<file path="src/rtl/fp_addsub_issue_if.sv">
// Bundle of the request, add/sub-stage and result signals of fp_addsub_issue.
// The master side is the environment; the slave side is the issue block.
interface fp_addsub_issue_if #(parameter int CNT_W = 16);
  logic             in_valid;
  logic             in_ready;
  logic [31:0]      in_a;
  logic [31:0]      in_b;
  logic             in_op;
  logic [31:0]      add_a;
  logic [31:0]      add_b;
  logic             add_sign;
  logic [31:0]      add_result;
  logic             add_exception;
  logic             out_valid;
  logic             out_ready;
  logic [31:0]      out_result;
  logic             out_exception;
  logic [CNT_W-1:0] op_count;
  logic [CNT_W-1:0] exc_count;

  modport master (
    output in_valid, in_a, in_b, in_op, add_result, add_exception, out_ready,
    input  in_ready, add_a, add_b, add_sign, out_valid, out_result, out_exception,
           op_count, exc_count
  );

  modport slave (
    input  in_valid, in_a, in_b, in_op, add_result, add_exception, out_ready,
    output in_ready, add_a, add_b, add_sign, out_valid, out_result, out_exception,
           op_count, exc_count
  );
endinterface

</file>
<file path="src/rtl/fp_addsub_issue.sv">
// Issue wrapper around an external combinational FP add/sub stage: one operand
// register feeding the stage, a 2-entry result FIFO, and delivery counters.
module fp_addsub_issue #(
  parameter int CNT_W = 16
) (
  input logic              clk,
  input logic              rst_n,
  fp_addsub_issue_if.slave bus
);

  logic [1:0]       rst_sync;
  logic             run;

  logic [31:0]      a_q;
  logic [31:0]      b_q;
  logic             op_q;
  logic             s1_valid;

  logic [31:0]      fifo_res [2];
  logic             fifo_exc [2];
  logic             wr_ptr;
  logic             rd_ptr;
  logic [1:0]       fifo_count;

  logic [CNT_W-1:0] op_cnt;
  logic [CNT_W-1:0] exc_cnt;

  logic             out_valid_c;
  logic             pop;
  logic             push;
  logic             in_ready_c;
  logic             accept;

  // Reset release is delayed two clocks so in_ready never rises on a ragged edge.
  always_ff @(posedge clk or negedge rst_n) begin
    if (!rst_n) rst_sync <= 2'b00;
    else        rst_sync <= {rst_sync[0], 1'b1};
  end

  assign run         = rst_sync[1];
  assign out_valid_c = (fifo_count != 2'd0);
  assign pop         = out_valid_c & bus.out_ready;
  assign push        = s1_valid & ((fifo_count < 2'd2) | pop);
  assign in_ready_c  = run & (~s1_valid | push);
  assign accept      = bus.in_valid & in_ready_c;

  always_ff @(posedge clk or negedge rst_n) begin
    if (!rst_n) begin
      a_q      <= '0;
      b_q      <= '0;
      op_q     <= 1'b0;
      s1_valid <= 1'b0;
    end else begin
      if (accept) begin
        a_q      <= bus.in_a;
        b_q      <= bus.in_b;
        op_q     <= bus.in_op;
        s1_valid <= 1'b1;
      end else if (push) begin
        s1_valid <= 1'b0;
      end
    end
  end

  // Storage needs no reset: an entry is only visible once fifo_count covers it.
  always_ff @(posedge clk) begin
    if (push) begin
      fifo_res[wr_ptr] <= bus.add_result;
      fifo_exc[wr_ptr] <= bus.add_exception;
    end
  end

  always_ff @(posedge clk or negedge rst_n) begin
    if (!rst_n) begin
      wr_ptr     <= 1'b0;
      rd_ptr     <= 1'b0;
      fifo_count <= 2'd0;
    end else begin
      if (push) wr_ptr <= ~wr_ptr;
      if (pop)  rd_ptr <= ~rd_ptr;
      case ({push, pop})
        2'b10:   fifo_count <= fifo_count + 2'd1;
        2'b01:   fifo_count <= fifo_count - 2'd1;
        default: fifo_count <= fifo_count;
      endcase
    end
  end

  always_ff @(posedge clk or negedge rst_n) begin
    if (!rst_n) begin
      op_cnt  <= '0;
      exc_cnt <= '0;
    end else if (pop) begin
      op_cnt <= op_cnt + 1'b1;
      if (fifo_exc[rd_ptr] && (exc_cnt != '1)) exc_cnt <= exc_cnt + 1'b1;
    end
  end

  assign bus.in_ready      = in_ready_c;
  assign bus.add_a         = a_q;
  assign bus.add_b         = b_q;
  assign bus.add_sign      = op_q;
  assign bus.out_valid     = out_valid_c;
  assign bus.out_result    = fifo_res[rd_ptr];
  assign bus.out_exception = fifo_exc[rd_ptr];
  assign bus.op_count      = op_cnt;
  assign bus.exc_count     = exc_cnt;

  a_no_push_when_full : assert property (
    @(posedge clk) disable iff (!rst_n) !(push && !pop && (fifo_count == 2'd2))
  );

endmodule

</file>
<file path="src/flat_wrapper.sv">
// flat-port wrapper written by rule: the top's interface ports become plain ports
module fp_addsub_issue_flat 
#(
  parameter int CNT_W = 16
)
  (clk, rst_n, bus_in_valid, bus_in_a, bus_in_b, bus_in_op, bus_add_result, bus_add_exception, bus_out_ready, bus_in_ready, bus_add_a, bus_add_b, bus_add_sign, bus_out_valid, bus_out_result, bus_out_exception, bus_op_count, bus_exc_count);
  fp_addsub_issue_if #(.CNT_W(CNT_W)) bus_i ();
  input logic clk;
  input logic rst_n;
  input wire logic [$bits(bus_i.in_valid)-1:0] bus_in_valid;
  input wire logic [$bits(bus_i.in_a)-1:0] bus_in_a;
  input wire logic [$bits(bus_i.in_b)-1:0] bus_in_b;
  input wire logic [$bits(bus_i.in_op)-1:0] bus_in_op;
  input wire logic [$bits(bus_i.add_result)-1:0] bus_add_result;
  input wire logic [$bits(bus_i.add_exception)-1:0] bus_add_exception;
  input wire logic [$bits(bus_i.out_ready)-1:0] bus_out_ready;
  output wire logic [$bits(bus_i.in_ready)-1:0] bus_in_ready;
  output wire logic [$bits(bus_i.add_a)-1:0] bus_add_a;
  output wire logic [$bits(bus_i.add_b)-1:0] bus_add_b;
  output wire logic [$bits(bus_i.add_sign)-1:0] bus_add_sign;
  output wire logic [$bits(bus_i.out_valid)-1:0] bus_out_valid;
  output wire logic [$bits(bus_i.out_result)-1:0] bus_out_result;
  output wire logic [$bits(bus_i.out_exception)-1:0] bus_out_exception;
  output wire logic [$bits(bus_i.op_count)-1:0] bus_op_count;
  output wire logic [$bits(bus_i.exc_count)-1:0] bus_exc_count;
  assign bus_i.in_valid = bus_in_valid;
  assign bus_i.in_a = bus_in_a;
  assign bus_i.in_b = bus_in_b;
  assign bus_i.in_op = bus_in_op;
  assign bus_i.add_result = bus_add_result;
  assign bus_i.add_exception = bus_add_exception;
  assign bus_i.out_ready = bus_out_ready;
  assign bus_in_ready = bus_i.in_ready;
  assign bus_add_a = bus_i.add_a;
  assign bus_add_b = bus_i.add_b;
  assign bus_add_sign = bus_i.add_sign;
  assign bus_out_valid = bus_i.out_valid;
  assign bus_out_result = bus_i.out_result;
  assign bus_out_exception = bus_i.out_exception;
  assign bus_op_count = bus_i.op_count;
  assign bus_exc_count = bus_i.exc_count;
  fp_addsub_issue #(.CNT_W(CNT_W)) u_core (.clk(clk), .rst_n(rst_n), .bus(bus_i));
endmodule
</file>
<file path="config.mk">
export PLATFORM = sky130hd
export DESIGN_NAME = fp_addsub_issue_flat
export DESIGN_NICKNAME = d
export VERILOG_FILES = /design/src/rtl/fp_addsub_issue_if.sv /design/src/rtl/fp_addsub_issue.sv /design/src/flat_wrapper.sv
export SDC_FILE = /design/constraint.sdc
export NUM_CORES = 1
export LEC_CHECK = 0
export BUFFER_PORTS_ARGS = -buffer_cell sky130_fd_sc_hd__buf_4
export CORE_MARGIN = 5
export CORE_UTILIZATION = 50
export CTS_CLUSTER_DIAMETER = 60
export CTS_CLUSTER_SIZE = 12
export DETAILED_ROUTE_END_ITERATION = 12
export PLACE_DENSITY = 0.78
export SETUP_SLACK_MARGIN = 0.02
export SLEW_MARGIN = 40
export SYNTH_ARGS = -nofsm -noshare
export SYNTH_HDL_FRONTEND = slang
export SYNTH_SLANG_ARGS = --single-unit
export TNS_END_PERCENT = 5
</file>
<file path="constraint.sdc">
create_clock -name clk -period 3.04 [get_ports clk]
set_input_delay 0.304 -clock clk [delete_from_list [all_inputs] [get_ports clk]]
set_output_delay 0.304 -clock clk [all_outputs]
set_load 0.05 [all_outputs]
</file>
# Word level (Yosys, flattened, before mapping)
# Memories as Yosys holds them, arrays and structs flattened.
# Index checks and enable logic that the tools add are counted.
# totals
memories	2
ram_bits	66
regBits	104
elab_cells	39
out_inout_bits	132
# classes
order_cmp	1
eq_ne	3
n_mux	5
bitwise	9
n_addsub	4
reduce_logical	5
# memory_table
memory	depth	word_bits	rd	rd_ports_with_merged_regs	write_ports	line_no	source
u_core.fifo_res	2	32	1	0	1	fp_addsub_issue.sv:19	logic [31:0] fifo_res [2];
u_core.fifo_exc	2	1	1	0	1	fp_addsub_issue.sv:20	logic fifo_exc [2];
# op_table
cell	n
adder 16 x 1 -> 16 bit, second input constant	2
!= test 16 bit, second input constant	1
nonzero test 2 bit	3
bitwise AND 1 bit	4
two-way mux 1 bit	4
one-hot mux 2 bit (2 select lines)	1
NOT 1 bit	3
adder 2 x 1 -> 2 bit, second input constant	1
== test 2 x 1 -> 1 bit, second input constant	1
== test 2 bit, second input constant	1
less-than comparator 2 bit, second input constant	1
bitwise OR 1 bit	2
AND reduction 2 bit	1
subtractor 2 x 1 -> 2 bit, second input constant	1
logical AND 1 bit	1

# Depth between registers and ports, before layout
# logic_depth
word_depth	8
mapped_depth	6
ltp_nobuf	6

# Worst setup path after synthesis
# OpenSTA, ideal clock, no wires.
# synth_timing
path_kind	reg2reg
from	register u_core.fifo_count[1]
to	memory u_core.fifo_exc[0] (enable)
setup_time_ps	423
t_arrival_ps	2001
required_ps	2617
path_buffers	0
period_less_slack_ps	2424
setup_slack_ps	616
path_stages_with_launch	4
path_cell_list	dfrtp_1 > nand2b_1 > nand2_1 > nor2_1
# synth_between
elab_chain_cells	6
# synth_lines
element	line_no	source
start, declared	fp_addsub_issue.sv:23	logic [1:0] fifo_count;
start signal, assigned	fp_addsub_issue.sv:82	2'b10: fifo_count <= fifo_count + 2'd1;
start signal, assigned	fp_addsub_issue.sv:83	2'b01: fifo_count <= fifo_count - 2'd1;
start signal, assigned	fp_addsub_issue.sv:84	default: fifo_count <= fifo_count;
nonzero test 2 bit	fp_addsub_issue.sv:41	assign out_valid_c = (fifo_count != 2'd0);
bitwise AND 1 bit	fp_addsub_issue.sv:42	assign pop = out_valid_c & bus.out_ready;
bitwise OR 1 bit *	fp_addsub_issue.sv:43	assign push = s1_valid & ((fifo_count < 2'd2) | pop);
bitwise AND 1 bit *	fp_addsub_issue.sv:43	
two-way mux 1 bit *	fp_addsub_issue.sv:67	if (push) begin
two-way mux 1 bit (not written as such) *	fp_addsub_issue.sv:69	fifo_exc[wr_ptr] <= bus.add_exception;
end, declared	fp_addsub_issue.sv:20	
# Every way passes the cells marked *; elsewhere a longest branch is shown, timed or not.

# Worst setup path in the final report
# layout_timing
from	register u_core.rd_ptr
to	output bus_out_result[15]
# layout_between
elab_chain_cells	1
# layout_lines
element	line_no	source
start, declared	fp_addsub_issue.sv:22	logic rd_ptr;
start signal, assigned	fp_addsub_issue.sv:80	if (pop) rd_ptr <= ~rd_ptr;
memory read (2 x 32 bit)	-	
end, declared	flat_wrapper.sv:22	output wire logic [$bits(bus_i.out_result)-1:0] bus_out_result;
# No other way between the ends.

==> results.tsv <==
metric	value	unit
sum of overflow across all layers after global routing	0	
cell with the largest stage delay on the worst path	dfrtp_1	
DRC viols	0	
crit path DAT	2.11	ns
cell-by-cell listing of the critical path	buf_4 > mux2_2 > buf_4	
core area	13100	um^2
clock latency at the later pin of the worst-skew pair	0.41	ns
Post-Synthesis Net Count	501	
number of CTS-inserted buffers	17	
number of buffers inserted to repair setup after CTS	0	
status	completed	
Die Footprint	15600	um^2
vertical extent of the die	125	um
accumulated negative setup slack	0	ns
normalized max-slew margin	56.7	%
category of the worst setup path launch point	flop	
synthesized netlist cell count	396	
drt total wl	14400	um
post-detailed-route count of antenna-violating nets	0	
Global Route met3 Usage	7.76	%
netlist area before placement	6580	um^2
DIE WIDTH	125	um
gate family responsible for the most delay along the worst path	flip-flops	
share of layout cells above drive strength 1	58.2	%
worst path bufs/invs	2	
setup repair after global routing missed its margin	no	
overall power of the completed layout	8.48	mW
Total GRT Usage	19.4	%
sequential area share after synthesis	69.7	%
placed wire-length estimate after detailed placement	10600	um
Synth-to-Final Area Change	39.3	%
Highest Clock Rate	0.415	GHz
required time worst endpoint	2.74	ns
crit end category	output port	
worst min path class	primary input to flop	
flip-flop and latch count after synthesis	170	
CTS Buffer Depth	2	
port buffer count	233	
final slew viol count	0	
clock tree from TritonCTS	built	
transition at the pin with the smallest max-transition slack	0.644	ns
Worst R2R Start	u_core.bus.exc_count[0]	
first-iteration detailed-routing DRC count	196	
I/O pin cnt	234	
routability cong.	0.753	
depth of the most critical reg-to-reg path	6	
register-to-register setup slack	0.87	ns
total number of nets in the final design	750	
Worst-path clk slew	0.06	ns
number of distinct library cell variants in the gate-level netlist after synthesis	34	
number of antenna violations at the first check in global routing	0	
routed len/inst	17.3	um
largest net degree at the start of global routing	63	
terminus of the critical flop-to-flop path	u_core.bus.exc_count[1]	
Clock Skew	0.00635	ns
Max stage delay on crit path	0.73	ns
Tmin final	2.41	ns
worst hold path stage count	1	
total number of placement rows	42	
via total after detailed routing	4155	
initial cell density of the core	50.3	%
average cell area after synthesis	16.6	um^2
share of the clock period used by the worst path after layout	79.3	%
VDD IR-drop max	0.471	mV
standby leakage power	4.10	nW
global routing usage on met1	22.7	%
cell mode on critical path	buf_4	
final number of setup-violating endpoints	0	
CTS HTree Levels	4	
ant diodes	0	
wire length of the first global-routing pass	24000	um
total clock sinks	170	
Power per Cell Area	925	nW/um^2
worst setup path category	flop to output port	
number of global-route vias before repair	4696	
reported max-cap violation count	0	
Via-to-Cell Ratio	4.98	
router iterations before antenna repair	4	
root cell of the clock tree	clkbuf_16	
count of final hold-check violations	0	
startpoint of the lowest-slack hold path	bus_add_result[19]	
grt met2 use	32.5	%
GR peak layer	met2	
number of warnings printed during yosys synthesis	0	
Worst Hold Path EP	u_core.fifo_res[1][19]	
critical path fanouts, max	21	
## how the worst max path moves through the flow
stage | to | from | slack, ns | cells past startpoint
final | bus_out_result[15] | u_core.rd_ptr | 0.63 | 3
after CTS | bus_out_result[26] | u_core.rd_ptr | 0.59 | 3
after detailed placement | u_core.bus.exc_count[1] | u_core.bus.exc_count[0] | 0.92 | 6
after floorplan | u_core.fifo_exc[0] | u_core.fifo_count[1] | 0.62 | 3
after global placement | u_core.bus.add_a[19] | bus_out_ready | 1.03 | 6
after global routing | bus_out_result[26] | u_core.rd_ptr | 0.52 | 3
## worst reg2reg max path: cells and delay by family, from the launching register on
kind	cells	cell delay [ns]
buffers and inverters	1	0.28
multiplexers	1	0.28
flip-flops	1	0.42
adder cells (fa/ha/maj)	1	0.22
AND/OR/NAND/NOR	3	0.85
## metrics by stage
| stage | utilization, % | hold WS, ns | std cells | instance area [um^2] | setup slack, ns |
|---|---|---|---|---|---|
| after floorplan | - | 0.00841 | 396 | 6580 | 0.616 |
| after global placement | 65.4 | 0.334 | 801 | 8550 | 1.03 |
| after detailed placement | 65.4 | 0.350 | 801 | 8550 | 0.924 |
| after CTS | 70.0 | 0.0517 | 834 | 9160 | 0.592 |
| after global routing | 70.1 | 0.0437 | 834 | 9170 | 0.517 |
| final | 70.1 | 0.0715 | 834 | 9170 | 0.628 |
## synth_stat cells
master	instances	share of area, %
nor4_2	1	0.19
nor4_4	2	0.65
ha_1	3	0.57
inv_1	3	0.17
inv_2	1	0.057
and2_1	1	0.095
mux2_2	99	17
buf_2	2	0.15
nand3b_1	1	0.11
buf_6	1	0.17
xor2_1	19	2.5
nor3b_1	1	0.11
or3_4	1	0.17
o21ai_2	1	0.13
xnor2_1	16	2.1
nand2_1	15	0.86
nor4_1	7	0.67
nor3_1	8	0.61
nand2b_1	1	0.095
nor4b_1	1	0.13
nand3_1	8	0.61
and4_1	1	0.13
nand4_2	1	0.19
buf_4	7	0.80
edfxtp_1	66	30
nand4_1	10	0.95
clkbuf_1	3	0.17
or3_1	1	0.095
or2_2	1	0.095
and3_1	3	0.29
conb_1	1	0.057
nor2_1	5	0.29
dfrtp_1	104	40
nand2_2	1	0.095
## routing by layer
layer	share of wire (%)	routed length, um
met1	39	5560
met2	50	7210
met3	9.5	1380
met4	1.9	280
met5	0	0
## sequential cells by signal (all words and copies together), names as in the netlist, 2 cells and up
name                  cells
u_core.bus.add_a         32
u_core.bus.add_b         32
u_core.bus.exc_count     16
u_core.bus.op_count      16
u_core.fifo_count         2
u_core.fifo_exc           2
u_core.fifo_res          64
u_core.rst_sync           2
## placed cells by master, fill, tap and decap left out, drive strengths merged, types with 10 or more instances in the layout
cell type / netlist / routed
clkbuf: 3 / 23
xor2: 19 / 19
dfrtp: 104 / 104
nand4: 11 / 11
mux2: 99 / 99
edfxtp: 66 / 66
xnor2: 16 / 16
buf: 10 / 242
nand2: 16 / 16
nor4: 10 / 10
## cell type report
cell class	count	area, um^2
clock inverter	9	85.1
clock buffer	23	514
sequential	170	4580
multi-input combinational	209	1900
inverter	4	15.0
fill	915	3920
timing repair buffer	243	1840
tap	176	220
## what timing repair did
| action | CTS | global route |
|---|---|---|
| hold endpoints to repair | 45 | 0 |
| resized for setup | 0 | 0 |
| hold buffers | 1 | 0 |
## cells by family after synthesis
kind of cell | share of synthesized area, %
AO/OA/AOI/OAI | 0.133
AND/OR/NAND/NOR | 6.43
flip-flops | 69.7
multiplexers | 16.9
adder cells (fa/ha/maj) | 0.571
buffers and inverters | 1.52
other | 0.0570
XOR/XNOR | 4.66
## where the power goes
group          switching [mW]  internal [mW]  total (mW)
clock                   0.839           1.28        2.12
combinational            2.15           1.10        3.25
sequential              0.296           2.82        3.12
Note: power is estimated with default switching activity, not from simulation.
